--- src/rtl/sat_pkg.sv ---
// Shared types for the SAT implication path.
//   impl_t : one implication, {variable index, implied value}
//   IMPL_W : packed width of impl_t
// MAX_VARS_BITS normally comes from the system definitions. A default is
// supplied here so the package builds on its own.
`ifndef MAX_VARS_BITS
`define MAX_VARS_BITS 8
`endif

package sat_pkg;
  localparam int VAR_BITS = `MAX_VARS_BITS;

  typedef struct packed {
    logic [VAR_BITS-1:0] var_idx;
    logic                val;
  } impl_t;

  localparam int IMPL_W = $bits(impl_t);
endpackage

--- src/rtl/impl_cam_match.sv ---
// Combinational match of a probe implication against all queue entries.
// Ports:
//   entries_i  : queue storage, one impl_t per slot
//   valid_i    : per-slot occupancy mask
//   probe_i    : incoming implication
//   hit_same_o : some valid slot holds the same variable with the same value
//   hit_opp_o  : some valid slot holds the same variable with the opposite value
module impl_cam_match
  import sat_pkg::*;
#(
  parameter int DEPTH = 16
) (
  input  impl_t [DEPTH-1:0] entries_i,
  input  logic  [DEPTH-1:0] valid_i,
  input  impl_t             probe_i,
  output logic              hit_same_o,
  output logic              hit_opp_o
);
  always_comb begin
    hit_same_o = 1'b0;
    hit_opp_o  = 1'b0;
    for (int i = 0; i < DEPTH; i++) begin
      if (valid_i[i] && entries_i[i].var_idx == probe_i.var_idx) begin
        if (entries_i[i].val == probe_i.val) hit_same_o = 1'b1;
        else                                 hit_opp_o  = 1'b1;
      end
    end
  end
endmodule

--- src/rtl/implication_queue.sv ---
// Implication queue between the unit clause evaluators and the BCP stage.
// Buffers unit implications, hands one per cycle downstream over valid/ready,
// and raises a sticky conflict when an incoming implication contradicts a
// queued one. Flushed by the backtrack controller.
// Ports:
//   clock, reset (sync, active-high), flush (drop all, clear conflict)
//   in_valid/in_unit/in_var/in_val/in_ready : evaluator result handshake
//   out_valid/out_var/out_val/out_ready     : head entry handshake
//   count    : entries held
//   conflict : sticky contradictory-implication flag
// Configuration: define IMPL_QUEUE_DEDUP_EN to drop exact duplicates of a
// queued implication instead of storing them again.
// VAR_BITS must equal sat_pkg::VAR_BITS (storage uses sat_pkg::impl_t).
module implication_queue
  import sat_pkg::*;
#(
  parameter int DEPTH    = 16,
  parameter int VAR_BITS = sat_pkg::VAR_BITS
) (
  input  logic                     clock,
  input  logic                     reset,
  input  logic                     flush,
  input  logic                     in_valid,
  input  logic                     in_unit,
  input  logic [VAR_BITS-1:0]      in_var,
  input  logic                     in_val,
  output logic                     in_ready,
  output logic                     out_valid,
  output logic [VAR_BITS-1:0]      out_var,
  output logic                     out_val,
  input  logic                     out_ready,
  output logic [$clog2(DEPTH):0]   count,
  output logic                     conflict
);
  localparam int PW = $clog2(DEPTH);
  localparam int CW = PW + 1;

  impl_t [DEPTH-1:0] mem_q;
  logic  [PW-1:0]    rd_q, wr_q, rd_d;
  logic  [CW-1:0]    cnt_q, cnt_d;
  logic              conf_q;
  impl_t             head_q, head_d;

  impl_t             probe;
  logic [DEPTH-1:0]  vmask;
  logic              hit_same, hit_opp, dup_drop;
  logic              accept, store, pop, conf_set;

  assign probe = '{var_idx: in_var, val: in_val};

  // Slot i is occupied when its distance from the read pointer (mod DEPTH)
  // is below the count; this covers the full case where wr == rd.
  always_comb begin
    vmask = '0;
    for (int i = 0; i < DEPTH; i++)
      vmask[i] = CW'(PW'(PW'(i) - rd_q)) < cnt_q;
  end

  impl_cam_match #(.DEPTH(DEPTH)) u_cam (
    .entries_i  (mem_q),
    .valid_i    (vmask),
    .probe_i    (probe),
    .hit_same_o (hit_same),
    .hit_opp_o  (hit_opp)
  );

`ifdef IMPL_QUEUE_DEDUP_EN
  assign dup_drop = hit_same;
`else
  logic dedup_unused;
  assign dedup_unused = hit_same;
  assign dup_drop     = 1'b0;
`endif

  // Readiness depends only on registered state (and reset), never on out_ready.
  assign in_ready  = !reset && (cnt_q != CW'(DEPTH)) && !conf_q;
  assign out_valid = (cnt_q != '0) && !conf_q;
  assign accept    = in_valid && in_ready;
  assign conf_set  = accept && in_unit && hit_opp;
  assign store     = accept && in_unit && !hit_opp && !dup_drop;
  assign pop       = out_valid && out_ready;

  // Head register: next cycle's head is the newly written entry when the
  // queue drains to it this cycle, otherwise whatever sits at the next rd.
  always_comb begin
    rd_d   = rd_q + PW'(pop);
    cnt_d  = cnt_q + CW'(store) - CW'(pop);
    head_d = head_q;
    if (cnt_d != '0)
      head_d = (store && wr_q == rd_d) ? probe : mem_q[rd_d];
  end

  always_ff @(posedge clock) begin
    if (reset) begin
      rd_q   <= '0;
      wr_q   <= '0;
      cnt_q  <= '0;
      conf_q <= 1'b0;
      head_q <= '0;
    end else if (flush) begin
      rd_q   <= '0;
      wr_q   <= '0;
      cnt_q  <= '0;
      conf_q <= 1'b0;
    end else begin
      rd_q   <= rd_d;
      wr_q   <= wr_q + PW'(store);
      cnt_q  <= cnt_d;
      head_q <= head_d;
      if (conf_set) conf_q <= 1'b1;
    end
  end

  // Storage needs no reset: occupancy is tracked by rd/count only.
  always_ff @(posedge clock) begin
    if (!reset && !flush && store) mem_q[wr_q] <= probe;
  end

  assign out_var  = head_q.var_idx;
  assign out_val  = head_q.val;
  assign count    = cnt_q;
  assign conflict = conf_q;
endmodule

--- config.mk ---
export PLATFORM = sky130hd
export DESIGN_NAME = implication_queue
export DESIGN_NICKNAME = d
export VERILOG_FILES = /design/src/rtl/sat_pkg.sv /design/src/rtl/impl_cam_match.sv /design/src/rtl/implication_queue.sv
export SDC_FILE = /design/constraint.sdc
export NUM_CORES = 1
export LEC_CHECK = 0
export CAP_MARGIN = 10
export CELL_PAD_IN_SITES_DETAIL_PLACEMENT = 0
export CELL_PAD_IN_SITES_GLOBAL_PLACEMENT = 1
export CORE_UTILIZATION = 42
export DETAILED_ROUTE_END_ITERATION = 10
export PLACE_DENSITY_LB_ADDON = 0.05
export SETUP_SLACK_MARGIN = 0.5
export SLEW_MARGIN = 20
export SYNTH_ARGS = -nofsm -noshare
export SYNTH_HDL_FRONTEND = slang
export SYNTH_SLANG_ARGS = --single-unit
--- constraint.sdc ---
create_clock -name clock -period 16.35 [get_ports clock]
set_clock_uncertainty 0.15 [all_clocks]
set_input_delay 3.27 -clock clock [delete_from_list [all_inputs] [get_ports clock]]
set_output_delay 3.27 -clock clock [all_outputs]
set_load 0.05 [all_outputs]
# ---- Word level (Yosys, flattened, before mapping)
# Cells that the tools add are included.
dict set report classes {
  n_addsub 20
  order_cmp 19
  eq_ne 34
  n_mux 38
  bitwise 1
  n_reduce_logical 36
}
# cell n
set op_table {}
lappend op_table {{bitwise mux 144 bit} 1}
lappend op_table {{== test 8 bit} 16}
lappend op_table {{less-than comparator 4 x 5 -> 1 bit} 16}
lappend op_table {{binary-select mux 9 bit (select 4 bit)} 1}
lappend op_table {{demux 9 bit (select 4 bit)} 1}
lappend op_table {{2-to-1 mux 1 bit} 32}
lappend op_table {{subtractor 4 bit, first input constant} 8}
lappend op_table {{logical AND 1 bit} 28}
lappend op_table {{2-to-1 mux 9 bit} 3}
lappend op_table {{== test 1 bit} 16}
lappend op_table {{subtractor 3 x 4 -> 4 bit, first input constant} 4}
lappend op_table {{less-than comparator 4 x 5 -> 1 bit, second input constant} 2}
lappend op_table {{nonzero test 5 bit} 2}
lappend op_table {{adder 4 x 1 -> 4 bit} 2}
lappend op_table {{subtractor 1 x 4 -> 4 bit, first input constant} 2}
lappend op_table {{subtractor 2 x 4 -> 4 bit, first input constant} 2}
lappend op_table {{adder 5 x 1 -> 5 bit} 1}
lappend op_table {{!= test 5 bit, second input constant} 1}
lappend op_table {{subtractor 5 x 1 -> 5 bit} 1}
lappend op_table {{== test 4 bit} 1}
lappend op_table {{>= comparator 4 x 1 -> 1 bit, second input constant} 1}
lappend op_table {{zero test 1 bit} 4}
lappend op_table {{AND reduction 2 bit} 1}
lappend op_table {{OR reduction 2 bit} 1}
lappend op_table {{NOT 1 bit} 1}
dict set report word_totals {
  regBits 167
  input_bits 15
}

# ---- Depth between registers and ports, before layout
# Gate-level depths: netlist of the first run.
dict set report logic_depth {
  word_depth 40
  depth_mapped 29
  depth_no_buf 26
}

# ---- Hierarchy
# From an unflattened synthesis of the first run, not the netlist that was laid out.
dict set report unflattened {
  cells_unflattened 827
  area_unflattened_um2 10367.4
}
# module instances cells_per_inst area_each_um2 seq_area_each_um2
set by_module_without_submodules {}
lappend by_module_without_submodules {implication_queue 1 532 8021.4 4784.6}
lappend by_module_without_submodules {impl_cam_match 1 295 2346.0 0.0}

# ---- Worst setup path before layout of the first run
# No wires, ideal clock.
dict set report synth_timing {
  kind {input -> output}
  startpoint {input port reset}
  endpoint {output port in_ready}
  arrival_ns 4.511
  path_slack_ns 8.419
  path_stages 1
  n_path_buf 0
  cell_sequence {a211oi_1}
}
dict set report synth_between {
  elab_chain_cells 3
}
# element line
set synth_rtl {}
lappend synth_rtl {{start: declaration} implication_queue.sv:21} ;# input logic reset,
lappend synth_rtl {{zero test 1 bit} implication_queue.sv:76} ;# assign in_ready = !reset && (cnt_q != CW'(DEPTH)) && !conf_q;
lappend synth_rtl {{logical AND 1 bit (2 in series)} implication_queue.sv:76}
lappend synth_rtl {{end: declaration} implication_queue.sv:27} ;# output logic in_ready,
# No other way between the ends.

# ---- Worst setup path after layout of the first run
# Same ends and word-level chain as after synthesis.

==> results.py, run 1 <==
metrics = {
    "global_routing": {
        "antenna_found_initial": 2,
        "track_usage": 0.2257,
        "grt_max_degree": 39,
        "grt_first_pass_wirelength_mm": 38.05,
        "overflow": 0,
        "grt_pass1_vias": 5954,
    },
    "cts": {
        "clock_path_buffers": 2,
        "cts.repair.resized": 0,
        "root_buffer": "clkbuf_16",
        "clk_pin_slew_ns": 0.07,
        "post_cts_buffers": 0,
        "cts_buffers": 17,
        "htreeDepth": 4,
        "cts_tree": "done",
        "postCtsHoldBufs": 0,
        "clock_latency_ns": 0.44,
        "cts.sinks": 167,
    },
    "worst_setup_path": {
        "path_max_fanout": 12,
        "cp-start-kind": "primary input",
        "endpoint_kind": "primary output",
        "arrival_ns": 5.11,
        "crit_type": "in2out",
        "cp.required_ns": 12.93,
    },
    "place": {
        "dp_hpwl_mm": 17.98,
        "place_inst": 992,
        "portBuffers": 31,
        "routabilityCongestion": 0.8643,
        "detailedPlace.worstSlack_ns": 7.802,
        "postPlaceCellArea_um2": 9987,
    },
    "route": {
        "drt_iter0_markers": 474,
        "ant_nets": 0,
        "via_per_inst": 5.693,
        "drtPass1Iterations": 8,
        "wl_per_cell_um": 24.37,
        "drcViolationCount": 4,
        "routed_wl_mm": 24.96,
        "num_vias": 5830,
    },
    "logic_synthesis": {
        "syn_area_per_cell_um2": 13.43,
        "syn-num-nets": 767,
        "ys_warn_count": 0,
        "synth_area_leader_cell": "edfxtp_1",
        "yosysSeqAreaShare": 0.5040,
        "ys.flop_type": "edfxtp_1",
        "synth_top_area_frac": 0.4555,
        "syn_inst": 707,
        "synth_seq_cells": 167,
        "synth_cell_types": 55,
        "synth_area_um2": 9493,
        "ys_async_sr_fraction": 0,
        "synth_edf_count": 144,
        "yosys-top-cells-area": "edfxtp_1 (46%), mux4_2 (11%), xnor2_1 (8.4%)",
    },
    "sta": {
        "max-slew-margin-rel": 0.2606,
        "tns_ns": 0,
        "fin_ws_ns": 7.818,
        "finalMaxSlewViolations": 0,
        "worst_pin_slew_ns": 1.109,
        "rsz0062_at_grt": "false",
        "max_freq_mhz": 117.2,
        "hold_viol": 0,
        "hold_ws_ns": 0.3611,
        "finalCritPeriodShare": 0.5219,
        "min_period_ns": 8.532,
        "setup_viol": 0,
    },
    "finish": {
        "drive_above_1_share": 0.1465,
        "diodes": 0,
        "ff_latch_area_um2": 4785,
        "multi_input_area_um2": 4375,
        "final_cell_area_um2": 10590,
        "utilization": 0.4809,
        "area_growth_syn_to_layout_pct": 11.59,
        "nNetsFinal": 791,
        "instances_no_fill": 1024,
        "n_fill_cell": 1966,
    },
    "worst_hold_path": {
        "hp-class": "reg2reg",
    },
    "die": {
        "start_util": 0.4310,
        "io_pins": 32,
        "die_x_um": 152.3,
        "coreArea_um2": 22030,
        "die_area_um2": 23210,
        "die_h_um": 152.3,
        "num_rows": 54,
    },
    "power": {
        "pwr_density_cell_nw_per_um2": 131.7,
        "power_frac_comb": 0.357,
        "p_int_mw": 0.9122,
        "irDropWorstVdd_mv": 0.07787,
        "power.total_mw": 1.395,
        "p_switching_mw": 0.4832,
        "power_frac_clock": 0.294,
        "leakage_nw": 3.494,
        "sw_frac_of_total": 0.3463,
        "pwr-share-seq": 0.349,
    },
    "outcome": {
        "status": "finished, violations left",
        "violations": "design-rule violations",
    },
    "run": {
        "cap_violations": 0,
    },
}
sequential cells by signal, summed over array words and instances (netlist names):
signal    flops
mem_q       144
wr_q          4
count         5
rd_q          4
out_var       8
out_val       1
conflict      1
cells in the mapped netlist, types with 3 or more instances:
master     count
a2111oi_0      3
a21o_1         9
a21oi_1       16
a311oi_1       9
and2_1         6
buf_2          4
buf_4          6
buf_6         11
clkbuf_1      15
dfxtp_1       23
edfxtp_1     144
ha_1          44
inv_1         26
mux4_2        45
nand2_1       22
nand2b_1       4
nand3_1       21
nand4_1       20
nor2_1        34
nor2b_1        7
nor3_1        11
nor3b_1        3
nor4_1        17
o21a_1         3
o21ai_0        4
xnor2_1       91
xor2_1        74
layer usage:
layer / share of wire / wire length (um) / GRT usage
met5: 0.00044 / 11 / 0
met4: 0.016 / 409 / 0.06657
met3: 0.054 / 1348 / 0.04494
met2: 0.48 / 11870 / 0.3610
met1: 0.45 / 11320 / 0.3110
final cells by class:
| type | instances | share of cell area |
|---|---|---|
| Sequential cell | 167 | 0.4517 |
| Multi-Input combinational cell | 473 | 0.4131 |
| Clock buffer | 17 | 0.04016 |
| Timing Repair Buffer | 44 | 0.03614 |
| Tap cell | 280 | 0.03307 |
| Clock inverter | 15 | 0.01595 |
| Inverter | 28 | 0.009922 |
cell families (layout without fill, tap and decap cells):
logic type | after synthesis | count (layout) | share of synthesized area
mux | 45 | 45 | 0.1068
compound gates | 63 | 63 | 0.04890
fa+ha+maj | 45 | 45 | 0.06010
buf+inv | 67 | 104 | 0.04046
simple gates | 155 | 155 | 0.08752
flops | 167 | 167 | 0.5040
xor+xnor | 165 | 165 | 0.1522
cell usage in the layout, fill, tap and decap left out, types with 17 or more instances in the layout:
| cell | count |
|---|---|
| edfxtp_1 | 144 |
| xnor2_1 | 90 |
| xor2_1 | 74 |
| mux4_2 | 45 |
| ha_1 | 43 |
| nor2_1 | 34 |
| inv_1 | 26 |
| clkdlybuf4s50_1 | 26 |
| dfxtp_1 | 23 |
| nand2_1 | 22 |
| nand3_1 | 21 |
| nand4_1 | 20 |
| clkbuf_16 | 17 |
power by group through the flow:
stage	Combinational [mW]	Clock (mW)	Sequential, mW
2_1_floorplan	0.320	0	0.532
3_3_place_gp	0.498	0	0.497
3_5_place_dp	0.503	0	0.498
4_1_cts	0.505	0.417	0.488
5_1_grt	0.543	0.432	0.489
6_report	0.498	0.410	0.487
critical path: stages:
cell             delay, ns
clkdlybuf4s50_1       0.62
a211oi_1              0.37
clkdlybuf4s50_1       0.86
worst paths after layout:
check	from	to	slack, ns	cells past startpoint
max reg2reg	rd_q[0]	out_val	10.41	26
min reg2reg	out_var[7]	out_var[7]	0.36	2
min	out_var[7]	out_var[7]	0.36	2
max	reset	in_ready	7.82	3
Note: power is estimated with default switching activity, not from simulation.
==> run 2: changes to the inputs <==
==> constraint.sdc (replaced) <==
create_clock -name clock -period 6.9 [get_ports clock]
set_clock_uncertainty 0.15 [all_clocks]
set_input_delay 1.38 -clock clock [delete_from_list [all_inputs] [get_ports clock]]
set_output_delay 1.38 -clock clock [all_outputs]
set_load 0.05 [all_outputs]
==> results.py, run 2 (synthesis results as in run 1) <==
metrics = {
    "power": {
        "power_frac_comb": 0.367,
        "p_switching_mw": 1.159,
        "pwr-share-seq": 0.355,
        "p_int_mw": 2.100,
        "sw_frac_of_total": 0.3557,
        "power_frac_clock": 0.277,
        "irDropWorstVdd_mv": 0.1497,
        "pwr_density_cell_nw_per_um2": 303.9,
        "leakage_nw": 3.607,
    },
    "place": {
        "detailedPlace.worstSlack_ns": 0.008503,
        "portBuffers": 31,
        "routabilityCongestion": 0.9294,
        "dp_hpwl_mm": 19.20,
    },
    "finish": {
        "final_cell_mix": "edfxtp_1 (144), xnor2_1 (90), xor2_1 (74)",
        "final_common_cell": "edfxtp_1",
        "top_register": "mem_q",
        "largest_reg_flops": 144,
        "area_growth_syn_to_layout_pct": 12.98,
        "diodes": 0,
        "nNetsFinal": 814,
        "drive_above_1_share": 0.1721,
    },
    "worst_setup_path": {
        "arrival_ns": 6.21,
        "path_max_fanout": 18,
        "cp-start-kind": "primary input",
        "slowest_stage": "clkdlybuf4s50_1",
        "cp.required_ns": 7.08,
        "cp_top_family": "buffers and inverters",
        "crit_type": "in2reg",
        "cp_common_cell": "inv_1",
        "path_cells": "clkdlybuf4s50_1 -> buf_4 -> xor2_1 -> nor4_1 -> nand4_1 -> a211o_1 -> o211a_1 -> and4b_2 -> nor2b_1 -> inv_1 -> ha_1 -> inv_1 -> ha_1 -> inv_1 -> fa_1 -> inv_1 -> a21oi_1 -> nor2_1 -> nor2_1 -> xnor2_1 -> a41oi_1 -> buf_4 -> nor2_1 -> a311oi_1",
        "endpoint_kind": "flop",
        "critPathBufInv": 7,
        "slowest_delay_ns": 0.62,
    },
    "die": {
        "num_rows": 54,
        "start_util": 0.4310,
        "die_h_um": 152.3,
        "io_pins": 32,
        "die_x_um": 152.3,
        "coreArea_um2": 22030,
        "die_area_um2": 23210,
    },
    "global_routing": {
        "track_usage": 0.2337,
        "grt_pass1_vias": 6070,
        "grt_max_degree": 23,
        "use_met2": 0.3737,
        "antenna_found_initial": 1,
        "met3_usage": 0.04295,
        "overflow": 0,
        "busiest_layer": "met2",
        "met1_usage": 0.3221,
        "grt_first_pass_wirelength_mm": 39.18,
    },
    "sta": {
        "fin_ws_ns": 0.8716,
        "finalCritPeriodShare": 0.8737,
        "max_freq_mhz": 165.9,
        "worst_pin_slew_ns": 1.018,
        "max-slew-margin-rel": 0.3215,
        "setup_viol": 0,
        "hold_viol": 0,
        "tns_ns": 0,
        "min_period_ns": 6.028,
        "rsz0062_at_grt": "false",
        "finalMaxSlewViolations": 0,
    },
    "route": {
        "num_vias": 5880,
        "ant_nets": 0,
        "wl_per_cell_um": 24.89,
        "routed_wl_mm": 26.06,
        "via_per_inst": 5.616,
        "drcViolationCount": 3,
        "drtPass1Iterations": 9,
        "drt_iter0_markers": 428,
    },
    "cts": {
        "root_buffer": "clkbuf_16",
        "clock_path_buffers": 2,
        "cts_tree": "done",
        "htreeDepth": 4,
        "clock_latency_ns": 0.43,
        "post_cts_buffers": 0,
        "cts.sinks": 167,
        "clk_pin_slew_ns": 0.07,
        "cts_buffers": 17,
    },
    "run": {
        "cap_violations": 0,
    },
    "outcome": {
        "violations": "design-rule violations",
        "status": "finished, violations left",
    },
    "worst_hold_path": {
        "hp-class": "reg2reg",
    },
}
[run 2: path summary, 6_finish.rpt]
check,slack (ns),to,cells past startpoint,from
worst max register to register,1.02,out_var[5],26,rd_q[0]
worst min register to register,0.35,out_var[6],2,out_var[6]
worst max-delay path,0.87,out_var[5],24,in_var[3]
worst min-delay path,0.35,out_var[6],2,out_var[6]
[run 2: timing repair]
action	CTS	global route
hold endpoints to repair	0	0
resized for setup	1	6
endpoints found under the setup margin	8	9
hold buffers	0	0
cloned	0	0
pin swaps	0	0
[run 2: routing by layer]
layer  wire [um]  vias to the layer above
met1       12190                     2978
li1            -                     2731
met5           0                        -
met2       12250                      148
met4         448                        0
met3        1165                       23
[run 2: cell type report]
type / count / area (um^2)
inverters: 28 / 105.1
repair buffers: 67 / 573.1
multi-input cells: 473 / 4364
clock inverters: 14 / 118.9
flip-flops and latches: 167 / 4785
fillers: 1943 / 11300
clock buffers: 18 / 429.2
well taps: 280 / 350.3
[run 2: tightest hold or removal path: cells and delay by family (launching register included)]
family | cells | cell delay [ns]
flip-flops | 1 | 0.31
AO/OA/AOI/OAI | 1 | 0.05
AND/OR/NAND/NOR | 1 | 0.09
[run 2: power groups by stage]
stage          logic, mW  clock network (mW)  registers, mW
2_1_floorplan      0.758                   0           1.26
3_3_place_gp        1.20                   0           1.18
3_5_place_dp        1.20                   0           1.18
4_1_cts             1.20               0.922           1.16
5_1_grt             1.29               0.956           1.16
6_report            1.20               0.904           1.16
[run 2: stage by stage]
step / cells / hold slack [ns] / area, um^2 / total power [mW] / util
2_1_floorplan: 707 / 0.3993 / 9493 / 2.020 / -
3_3_place_gp: 1015 / 0.3356 / 10150 / 2.380 / 0.4607
3_5_place_dp: 1015 / 0.3464 / 10150 / 2.386 / 0.4607
4_1_cts: 1047 / 0.3567 / 10700 / 3.287 / 0.4856
5_1_grt: 1047 / 0.3804 / 10730 / 3.410 / 0.4869
6_report: 1047 / 0.3513 / 10730 / 3.259 / 0.4869
==> run 3: changes to the inputs <==
--- a/config.mk
+++ b/config.mk
@@ -11,7 +11,7 @@
 export CORE_UTILIZATION = 42
 export DETAILED_ROUTE_END_ITERATION = 10
 export PLACE_DENSITY_LB_ADDON = 0.05
-export SETUP_SLACK_MARGIN = 0.5
+export SETUP_SLACK_MARGIN = 0.02
 export SLEW_MARGIN = 20
 export SYNTH_ARGS = -nofsm -noshare
 export SYNTH_HDL_FRONTEND = slang
==> results.py, run 3 (synthesis results as in run 1) <==
metrics = {
    "finish": {
        "top_register": "mem_q",
        "final_cell_mix": "edfxtp_1 (144), xnor2_1 (90), xor2_1 (74)",
        "multi_input_area_um2": 4347,
        "utilization": 0.4859,
        "largest_reg_flops": 144,
        "drive_above_1_share": 0.1682,
        "n_fill_cell": 1950,
        "area_growth_syn_to_layout_pct": 12.75,
        "nNetsFinal": 814,
        "diodes": 0,
        "ff_latch_area_um2": 4785,
        "final_common_cell": "edfxtp_1",
    },
    "sta": {
        "tns_ns": 0,
        "finalMaxSlewViolations": 0,
        "min_period_ns": 6.433,
        "finalCritPeriodShare": 0.9324,
        "max-slew-margin-rel": 0.3034,
        "setup_viol": 0,
        "rsz0062_at_grt": "false",
        "hold_viol": 0,
        "worst_pin_slew_ns": 1.045,
        "max_freq_mhz": 155.4,
        "hold_ws_ns": 0.3511,
    },
    "route": {
        "drcViolationCount": 3,
        "drt_iter0_markers": 421,
        "ant_nets": 0,
        "num_vias": 5873,
        "routed_wl_mm": 26.00,
        "via_per_inst": 5.609,
        "wl_per_cell_um": 24.83,
        "drtPass1Iterations": 10,
    },
    "power": {
        "leakage_nw": 3.594,
        "power.total_mw": 3.253,
        "pwr_density_cell_nw_per_um2": 304.0,
        "irDropWorstVdd_mv": 0.1482,
    },
    "worst_setup_path": {
        "endpoint_kind": "flop",
        "rr_worst_depth": 26,
        "crit_type": "in2reg",
        "path_max_fanout": 21,
        "arrival_ns": 6.61,
        "cp-start-kind": "primary input",
        "cp.required_ns": 7.08,
    },
    "die": {
        "die_area_um2": 23210,
        "coreArea_um2": 22030,
        "io_pins": 32,
        "num_rows": 54,
        "start_util": 0.4310,
        "die_x_um": 152.3,
        "die_h_um": 152.3,
    },
    "global_routing": {
        "overflow": 0,
        "track_usage": 0.2337,
        "antenna_found_initial": 1,
        "grt_first_pass_wirelength_mm": 39.18,
        "grt_max_degree": 23,
        "grt_pass1_vias": 6070,
    },
    "run": {
        "cap_violations": 0,
    },
    "place": {
        "routabilityCongestion": 0.9294,
        "dp_hpwl_mm": 19.20,
        "portBuffers": 31,
    },
    "cts": {
        "clk_pin_slew_ns": 0.07,
        "cts_tree": "done",
        "clock_path_buffers": 2,
        "htreeDepth": 4,
        "cts_buffers": 17,
        "cts.sinks": 167,
        "clock_latency_ns": 0.43,
        "root_buffer": "clkbuf_16",
    },
    "outcome": {
        "violations": "design-rule violations",
        "status": "finished, violations left",
    },
    "worst_hold_path": {
        "hold_depth": 2,
        "hp-class": "reg2reg",
    },
}
==> run 3: cell types whose count changed in the layout (fill, tap and decap cells not counted) <==
cell / previous run / this run
buf_6: 1 / 0
nor3_2: 2 / 1
dlygate4sd2_1: 1 / 0
nor3_1: 10 / 11
nor4_1: 13 / 15
clkdlybuf4s50_1: 24 / 26
buf_4: 34 / 35
nor4_2: 5 / 3
dlymetal6s2s_1: 1 / 0
==> run 3: area by class of cell <==
| class | count | area share |
|---|---|---|
| multi-input combinational | 473 | 0.4061 |
| sequential | 167 | 0.4470 |
| tap | 280 | 0.03273 |
| clock buffer | 18 | 0.04010 |
| inverter | 28 | 0.009820 |
| timing repair buffer | 67 | 0.05307 |
| clock inverter | 14 | 0.01111 |
==> run 3: final timing paths <==
path              start    endpoint  slack (ns)
max           in_var[5]  out_var[5]        0.47
min          out_var[6]  out_var[6]        0.35
min reg2reg  out_var[6]  out_var[6]        0.35
max reg2reg     rd_q[0]  out_var[5]        1.00
==> run 3: per-layer routing <==
metal  track usage  part of all wire  up-vias
met1        0.3221              0.46     2941
met5             0                 0        -
met4       0.07580             0.019        0
li1              -                 -     2733
met3       0.04295             0.051       27
met2        0.3737              0.47      172
==> run 3: what timing repair did <==
action,CTS,global route
setup buffers,0,0
hold buffers,0,0
endpoints found under the setup margin,0,1
gates resized for setup,0,1
==> run 3: worst max-delay path, stage by stage <==
cell and delay, ns:
clkdlybuf4s50_1 0.90, buf_4 0.39, xnor2_1 0.20, nand4_1 0.13
nor3_1 0.57, nor3_1 0.11, o22ai_1 0.23, and4b_2 0.27
nor2b_1 0.15, inv_1 0.07, ha_1 0.22, inv_1 0.06
ha_1 0.15, inv_1 0.06, fa_1 0.40, inv_1 0.07
a21oi_1 0.06, nor2_1 0.09, nor2_1 0.05, xnor2_1 0.13
a41oi_1 0.31, buf_4 0.27, nor2_1 0.06, a311oi_1 0.26
==> run 3: per-stage QoR <==
| stage | cell area [um^2] | worst slack [ns] | instances |
|---|---|---|---|
| floorplan | 9493 | 0.9259 | 707 |
| global placement | 10150 | 0.08170 | 1015 |
| detailed placement | 10150 | 0.008503 | 1015 |
| CTS | 10700 | 0.4406 | 1047 |
| global route | 10700 | 0.2239 | 1047 |
| finish | 10700 | 0.4668 | 1047 |
==> run 3: report_power, final <==
| group | internal (mW) | total, mW | switching, mW |
|---|---|---|---|
| Combinational | 0.503 | 1.19 | 0.691 |
| Clock | 0.471 | 0.901 | 0.429 |
| Sequential | 1.13 | 1.16 | 0.0326 |
